**config.mk**
```make
export PLATFORM = sky130hd
export DESIGN_NAME = rx_block
export DESIGN_NICKNAME = d
export VERILOG_FILES = /design/src/rtl/rx_pkg.sv /design/src/rtl/rx_line_sync.sv /design/src/rtl/rx_block.sv
export SDC_FILE = /design/constraint.sdc
export NUM_CORES = 1
export LEC_CHECK = 0
export ABC_AREA = 0
export CAP_MARGIN = 10
export CORE_ASPECT_RATIO = 1.2
export CORE_MARGIN = 3
export CORE_UTILIZATION = 30
export DETAILED_ROUTE_END_ITERATION = 12
export GPL_TIMING_DRIVEN = 0
export HOLD_SLACK_MARGIN = 0.12
export PLACE_DENSITY = 0.55
export SETUP_SLACK_MARGIN = 0.02
export SYNTH_ARGS = -nofsm -noshare
export SYNTH_HDL_FRONTEND = slang
export SYNTH_SLANG_ARGS = --single-unit
```
**constraint.sdc**
```tcl
create_clock -name CLK -period 2.5 [get_ports CLK]
set_clock_uncertainty 0.1 [all_clocks]
set_input_delay 0.5 -clock CLK [delete_from_list [all_inputs] [get_ports CLK]]
set_output_delay 0.5 -clock CLK [all_outputs]
set_load 0.005 [all_outputs]
```
**src/rtl/rx_pkg.sv**
```systemverilog
// ----------------------------------------------------------------------------
// rx_pkg
// Shared definitions for the UART receiver (and the CONTROL/STATUS bit
// positions the transmitter shares with it).
//   rx_state_t  : receiver FSM states
//   ST_*        : STATUS register bit positions
//   CT_*        : CONTROL register bit positions
//   rx_flags_t  : sticky receive flags
//   pack_status : assembles the 8-bit STATUS register
// ----------------------------------------------------------------------------
package rx_pkg;

    typedef enum logic [1:0] {
        S_IDLE  = 2'd0,
        S_START = 2'd1,
        S_DATA  = 2'd2,
        S_STOP  = 2'd3
    } rx_state_t;

    localparam int unsigned ST_VALID = 0;
    localparam int unsigned ST_FERR  = 1;
    localparam int unsigned ST_OVR   = 2;
    localparam int unsigned ST_BUSY  = 3;

    localparam int unsigned CT_EN    = 0;
    localparam int unsigned CT_ACK   = 1;

    typedef struct packed {
        logic ovr;
        logic ferr;
        logic valid;
    } rx_flags_t;

    function automatic logic [7:0] pack_status(input rx_flags_t flags,
                                               input logic      busy);
        logic [7:0] s;
        s           = '0;
        s[ST_VALID] = flags.valid;
        s[ST_FERR]  = flags.ferr;
        s[ST_OVR]   = flags.ovr;
        s[ST_BUSY]  = busy;
        return s;
    endfunction

endpackage

```
**src/rtl/rx_line_sync.sv**
```systemverilog
// ----------------------------------------------------------------------------
// rx_line_sync
// Two-flop synchroniser for the asynchronous serial line, followed by a
// history flop used for falling-edge detection. All flops reset to 1 so an
// idle (high) line never produces a spurious edge out of reset.
//   clk     : system clock
//   rst     : asynchronous active-high reset
//   line_in : raw asynchronous serial input
//   rx      : synchronised line level
//   fall    : high for one cycle when rx goes 1 -> 0
// ----------------------------------------------------------------------------
module rx_line_sync (
    input  logic clk,
    input  logic rst,
    input  logic line_in,
    output logic rx,
    output logic fall
);

    logic meta;
    logic sync;
    logic prev;

    always_ff @(posedge clk or posedge rst) begin
        if (rst) begin
            meta <= 1'b1;
            sync <= 1'b1;
            prev <= 1'b1;
        end else begin
            meta <= line_in;
            sync <= meta;
            prev <= sync;
        end
    end

    assign rx   = sync;
    // Decoded purely from flops, so it is glitch-free.
    assign fall = prev & ~sync;

endmodule

```
**src/rtl/rx_block.sv**
```systemverilog
// ----------------------------------------------------------------------------
// rx_block
// UART receiver, 8N1, idle high, LSB first. Deserialises frames from LINE_IN
// and presents the byte through DATA/STATUS registers.
//   CLKS_PER_BIT : system clocks per serial bit (even, >= 4)
//   CLK          : system clock, rising edge
//   RST          : asynchronous active-high reset
//   CONTROL      : bit0 EN (receiver enable), bit1 ACK (clear flags, level)
//   LINE_IN      : asynchronous serial input
//   DATA         : last correctly received byte
//   STATUS       : bit0 VALID, bit1 FERR, bit2 OVR, bit3 BUSY, bits 7:4 zero
// ----------------------------------------------------------------------------
module rx_block
    import rx_pkg::*;
#(
    parameter int unsigned CLKS_PER_BIT = 16
) (
    input  logic       CLK,
    input  logic       RST,
    input  logic [7:0] CONTROL,
    input  logic       LINE_IN,
    output logic [7:0] DATA,
    output logic [7:0] STATUS
);

    localparam int unsigned TICK_W = $clog2(CLKS_PER_BIT);
    localparam logic [TICK_W-1:0] HALF_M1 = TICK_W'(CLKS_PER_BIT / 2 - 1);
    localparam logic [TICK_W-1:0] FULL_M1 = TICK_W'(CLKS_PER_BIT - 1);

    logic rx;
    logic fall;
    logic en;
    logic ack;
    logic ctrl_unused;

    rx_state_t         state,   state_n;
    logic [TICK_W-1:0] tick,    tick_n;
    logic [2:0]        idx,     idx_n;
    logic [7:0]        shift,   shift_n;
    logic [7:0]        data_q,  data_n;
    rx_flags_t         flags,   flags_n;

    assign en          = CONTROL[CT_EN];
    assign ack         = CONTROL[CT_ACK];
    assign ctrl_unused = ^CONTROL[7:2];

    rx_line_sync u_sync (
        .clk     (CLK),
        .rst     (RST),
        .line_in (LINE_IN),
        .rx      (rx),
        .fall    (fall)
    );

    always_ff @(posedge CLK or posedge RST) begin
        if (RST) begin
            state  <= S_IDLE;
            tick   <= '0;
            idx    <= '0;
            shift  <= '0;
            data_q <= '0;
            flags  <= '0;
        end else begin
            state  <= state_n;
            tick   <= tick_n;
            idx    <= idx_n;
            shift  <= shift_n;
            data_q <= data_n;
            flags  <= flags_n;
        end
    end

    always_comb begin
        state_n = state;
        tick_n  = tick + TICK_W'(1);
        idx_n   = idx;
        shift_n = shift;
        data_n  = data_q;
        // ACK is applied before any stop-bit completion in the same cycle,
        // so completion below sees the already-cleared flags.
        flags_n = ack ? rx_flags_t'('0) : flags;

        unique case (state)
            S_IDLE: begin
                tick_n = '0;
                if (fall && en) begin
                    state_n = S_START;
                end
            end

            S_START: begin
                if (tick == HALF_M1) begin
                    tick_n = '0;
                    idx_n  = '0;
                    // A line already back high mid-start-bit was a glitch.
                    state_n = rx ? S_IDLE : S_DATA;
                end
            end

            S_DATA: begin
                if (tick == FULL_M1) begin
                    tick_n  = '0;
                    shift_n = {rx, shift[7:1]};
                    idx_n   = idx + 3'd1;
                    if (idx == 3'd7) begin
                        state_n = S_STOP;
                    end
                end
            end

            S_STOP: begin
                if (tick == FULL_M1) begin
                    tick_n  = '0;
                    // Leaving at mid stop bit leaves room for a back-to-back
                    // start edge.
                    state_n = S_IDLE;
                    if (!rx) begin
                        flags_n.ferr = 1'b1;
                    end else if (flags_n.valid) begin
                        flags_n.ovr = 1'b1;
                    end else begin
                        data_n        = shift;
                        flags_n.valid = 1'b1;
                    end
                end
            end

            default: begin
                state_n = S_IDLE;
                tick_n  = '0;
            end
        endcase

        if (!en) begin
            state_n = S_IDLE;
            tick_n  = '0;
        end
    end

    assign DATA   = data_q;
    assign STATUS = pack_status(flags, state != S_IDLE);

endmodule

```
======== After elaboration in Yosys (flattened, before gate mapping) ========
Cells that the tools add are included.
word-level totals
  register bits ........................... 31
  output and inout port bits .............. 16
cells by class
  $add $sub $neg .......................... 2
  equality and inequality tests ........... 13
  mux-type cells .......................... 22
  bitwise logic cells ..................... 3
  reduce and logical (&&, ||, !) cells .... 9
operators by type and width
  kind                 count
  $mux 3               5
  $ne 3x3->1 const B   5
  $mux 2               7
  $mux 4               3
  $pmux 4 s3           1
  $pmux 2 s4           1
  $pmux 3 s2           1
  $reduce_and 5->1     1
  $add 4x1->4 const B  1
  $eq 2x2->1 const B   2
  $eq 4x3->1 const B   1
  $eq 4x4->1 const B   1
  $mux 1               4
  $ne 2x2->1 const B   2
  $reduce_and 4->1     1
  $reduce_bool 2->1    2
  $add 3x1->3 const B  1
  $eq 3x3->1 const B   1
  $reduce_and 3->1     1
  $eq 2x1->1 const B   1
  $logic_not 2->1      1
  $not 1->1            2
  $reduce_and 2->1     1
  $reduce_or 2->1      1
  other kinds (2)      2

======== Longest topological paths before layout ========
  word-level depth ........................ 6
  mapped depth ............................ 5
  mapped depth without buffers ............ 5

======== Cells and area by module ========
A second synthesis with hierarchy kept.
unflattened totals
  cell total of the unflattened synthesis .. 110
  area total of the unflattened synthesis .. 1411.4 um^2
by module, submodules not included
  module        times used  cells an instance  area each (um^2)  seq. area each (um^2)
  rx_block      1           105                1315.0            700.7
  rx_line_sync  1           5                  96.3              78.8

======== Worst setup path after synthesis ========
Ideal clock, no wire load.
  kind .................................... flip-flop to flip-flop
  start point ............................. register tick[0]
  end point ............................... register shift[0]
  setup time .............................. 0.125 ns
  arrival ................................. 1.518 ns
  required time ........................... 2.275 ns
  path slack .............................. 0.757 ns
  stages on the path, launching flop included .. 6
  path through ............................ dfrtp_1 -> ha_1 -> and4b_2 -> buf_2 -> nand2_2 -> mux2_2
on the way
  longest elaborated chain between the ends .. 2
RTL lines
  item                        line             source
  from (decl)                 rx_block.sv:37   logic [TICK_W-1:0] tick, tick_n;
  from (signal assigned)      rx_block.sv:65   tick <= tick_n;
  $eq 4x4->1                  rx_block.sv:101  if (tick == FULL_M1) begin
  $reduce_and 2->1 (no line)  -
  to (signal assigned)        rx_block.sv:67   shift <= shift_n;
  to (decl)                   rx_block.sv:39   logic [7:0] shift, shift_n;
No other way between the ends.
A chain may end at the register's enable or synchronous reset.

======== Final worst setup path ========
  start point ............................. register state[1]
  end point ............................... output port STATUS[3]
on the way
  longest elaborated chain between the ends .. 1
RTL lines
  item                    line             source
  from (decl)             rx_block.sv:36   rx_state_t state, state_n;
  from (signal assigned)  rx_block.sv:64   state <= state_n;
  $reduce_bool 2->1       rx_block.sv:141  assign STATUS = pack_status(flags, state != S_IDLE);
  to (decl)               rx_block.sv:23   output logic [7:0] STATUS
No other way between the ends.

==> impl_metrics.py <==
metrics = {
    "worst_setup_path": {
        "start_kind": "register",
        "cp.depth": 2,
        "critical_path_class": "reg -> out",
        "cpPeakStageDelay_ns": 0.45,
        "path_delay_family": "buffers and inverters",
        "critPathBufInv": 1,
        "cp.required_ns": 1.90,
        "slowest_stage": "clkdlybuf4s50_1",
        "rr_worst_depth": 4,
        "critPathMaxFanout": 5,
        "cp-end-kind": "output pin",
        "cp_cell_sequence": "or2_2, clkdlybuf4s50_1",
        "arrival_ns": 1.50,
    },
    "synthesis": {
        "synth_top_area_share": 0.518,
        "avgSynthCellArea_um2": 13.1,
        "ys_ff_latch": 31,
        "synthTopCellsByArea": "dfrtp_1, mux2_2, dfstp_2",
        "synth_area_leader_cell": "dfrtp_1",
        "synth_seq_area_share": 0.576,
        "synth_cells": 103,
        "yosys_warnings": 0,
        "yosys.cell_types.count": 32,
        "syn_area_mm2": 0.00135,
    },
    "min_path": {
        "hold_class": "reg -> reg",
        "hold_path_depth": 0,
    },
    "finish": {
        "final-seq-area_um2": 779,
        "nets": 144,
        "final_common_cell": "dfrtp_1",
        "layout-drive-gt1-share": 0.344,
        "fillers": 443,
        "area_growth_pct": 26.5,
        "antennaDiodeCount": 0,
        "final_cell_mix": "dfrtp_1, mux2_2, clkdlybuf4s50_1",
        "multiInputGateArea_um2": 524,
    },
    "cts": {
        "cts_hold_buf": 0,
        "cts_max_level": 2,
        "post_cts_buffers": 0,
        "cts-resized-gates": 0,
        "cts_tree": "yes",
        "cts_root_buf": "clkbuf_8",
        "cts_buffer_depth": 2,
        "clock-sinks": 31,
        "clkLatencyLatePin_ns": 0.29,
        "clk_pin_slew_ns": 0.06,
        "numCtsBuffers": 5,
    },
    "detailed_routing": {
        "drt_pre_antenna_iters": 4,
        "initialDrtViolationCount": 66,
        "ant_nets": 0,
        "wl_per_cell_um": 12.6,
        "vias_per_cell": 4.49,
        "vias": 839,
        "drc": 0,
        "postRouteWirelength_um": 2350,
    },
    "grt": {
        "grt_pass1_wl_um": 4110,
        "antenna_found_initial": 0,
        "grtUsageTotal": 0.107,
        "overflow": 0,
        "grt_max_degree": 32,
        "grt_pass1_vias": 849,
    },
    "sta": {
        "timing.setup.tns_ns": 0,
        "hold_ws_ns": 0.256,
        "slew_violations": 0,
        "finalSetupViolations": 0,
        "post-route-period-util": 0.840,
        "rsz0062_at_grt": "false",
        "fmax_ghz": 0.476,
        "layout_setup_ws_ns": 0.399,
        "fin_crit_ns": 2.10,
        "timing.final.hold_violations": 0,
    },
    "pwr": {
        "power_frac_comb": 0.040,
        "seq_power_share": 0.549,
        "ir_drop_v": 0.000270,
        "p_leak_nw": 0.823,
        "p_int_mw": 0.721,
        "pwr-share-clk": 0.410,
        "p_switching_mw": 0.212,
        "cellPowerDensity_mw_per_mm2": 545,
        "swShare": 0.227,
    },
    "floorplan": {
        "coreArea_mm2": 0.00429,
        "initial_core_util": 0.315,
        "pin_count": 27,
        "die_w_um": 67.3,
        "die_h_um": 79.6,
        "die_area_mm2": 0.00535,
        "rows": 26,
    },
    "status": {
        "status": "finished clean",
    },
    "placed_design": {
        "gp_congestion": 0.752,
        "hpwlAfterDp_um": 1700,
        "place_ws_ns": 0.262,
        "portBuffers": 16,
    },
    "run": {
        "drv_cap": 0,
    },
}
per-layer routing:
layer / GRT usage / up-vias / wire length, um
li1: - / 404 / -
met1: 0.118 / 418 / 917
met2: 0.172 / 11 / 1280
met3: 0.0338 / 6 / 71
met4: 0.0730 / 0 / 80
met5: 0 / - / 0
power by group through the flow:
stage          clock [mW]  combinational (mW)  sequential [mW]
2_1_floorplan           0              0.0195            0.520
3_3_place_gp            0              0.0321            0.521
3_5_place_dp            0              0.0325            0.522
4_1_cts             0.395              0.0329            0.512
5_1_grt             0.421              0.0432            0.512
6_report            0.383              0.0375            0.512
area by class of cell:
cell class              instances  area share
plain buffers                   7      0.0263
clock buffers                   5      0.0402
clock inverters                 3      0.0117
inverters                       4     0.00878
multi-input cells              64       0.307
flip-flops and latches         31       0.456
well taps                      56      0.0410
repair buffers                 17       0.110
worst paths after layout:
kind                                  startpoint                    end  slack, ns
max                         state[1]$_DFFE_PP0P_              STATUS[3]       0.40
max in group asynchronous                    RST  u_sync.meta$_DFF_PP1_       1.43
min                        u_sync.meta$_DFF_PP1_    u_sync.rx$_DFF_PP1_       0.26
min in group asynchronous                    RST    STATUS[1]$_DFF_PP0_       0.36
max reg2reg                    tick[0]$_DFF_PP0_    DATA[7]$_DFFE_PP0P_       0.58
min reg2reg                u_sync.meta$_DFF_PP1_    u_sync.rx$_DFF_PP1_       0.26
cells by family after synthesis:
kind of cell             synth area share
buffers and inverters              0.0444
AND/OR/NAND/NOR                     0.121
adder cells (fa/ha/maj)            0.0278
flip-flops                          0.576
multiplexers                        0.141
other                             0.00277
AO/OA/AOI/OAI                      0.0675
XOR/XNOR                           0.0194
through the flow:
stage / power, mW / instances / instance area, um2 / util
after CTS: 0.940 / 186 / 1680 / 0.392
after global placement: 0.554 / 178 / 1590 / 0.371
after detailed placement: 0.554 / 178 / 1590 / 0.371
after floorplan: 0.540 / 106 / 1360 / -
final: 0.932 / 187 / 1710 / 0.398
after global routing: 0.976 / 187 / 1710 / 0.398
registers in the layout, indices dropped and copies added, names as in the netlist:
register,cells
STATUS,3
u_sync.prev,1
shift,8
tick,4
state,2
u_sync.rx,1
u_sync.meta,1
DATA,8
idx,3
synthesized netlist by cell type (all sizes together):
cell / count
o221a: 3
nand2: 5
a22oi: 1
nor3b: 3
xnor2: 1
and3: 2
buf: 7
o22ai: 1
xor2: 2
conb: 1
and4b: 1
dfrtp: 28
nand3b: 1
nand4b: 1
a21oi: 3
o21ai: 1
mux2: 16
dfstp: 3
or2: 3
ha: 3
mux2i: 1
nor2: 3
o32ai: 1
inv: 4
a21o: 2
or2b: 1
nor2b: 1
nand3: 4
(Power assumes the default switching activity.)
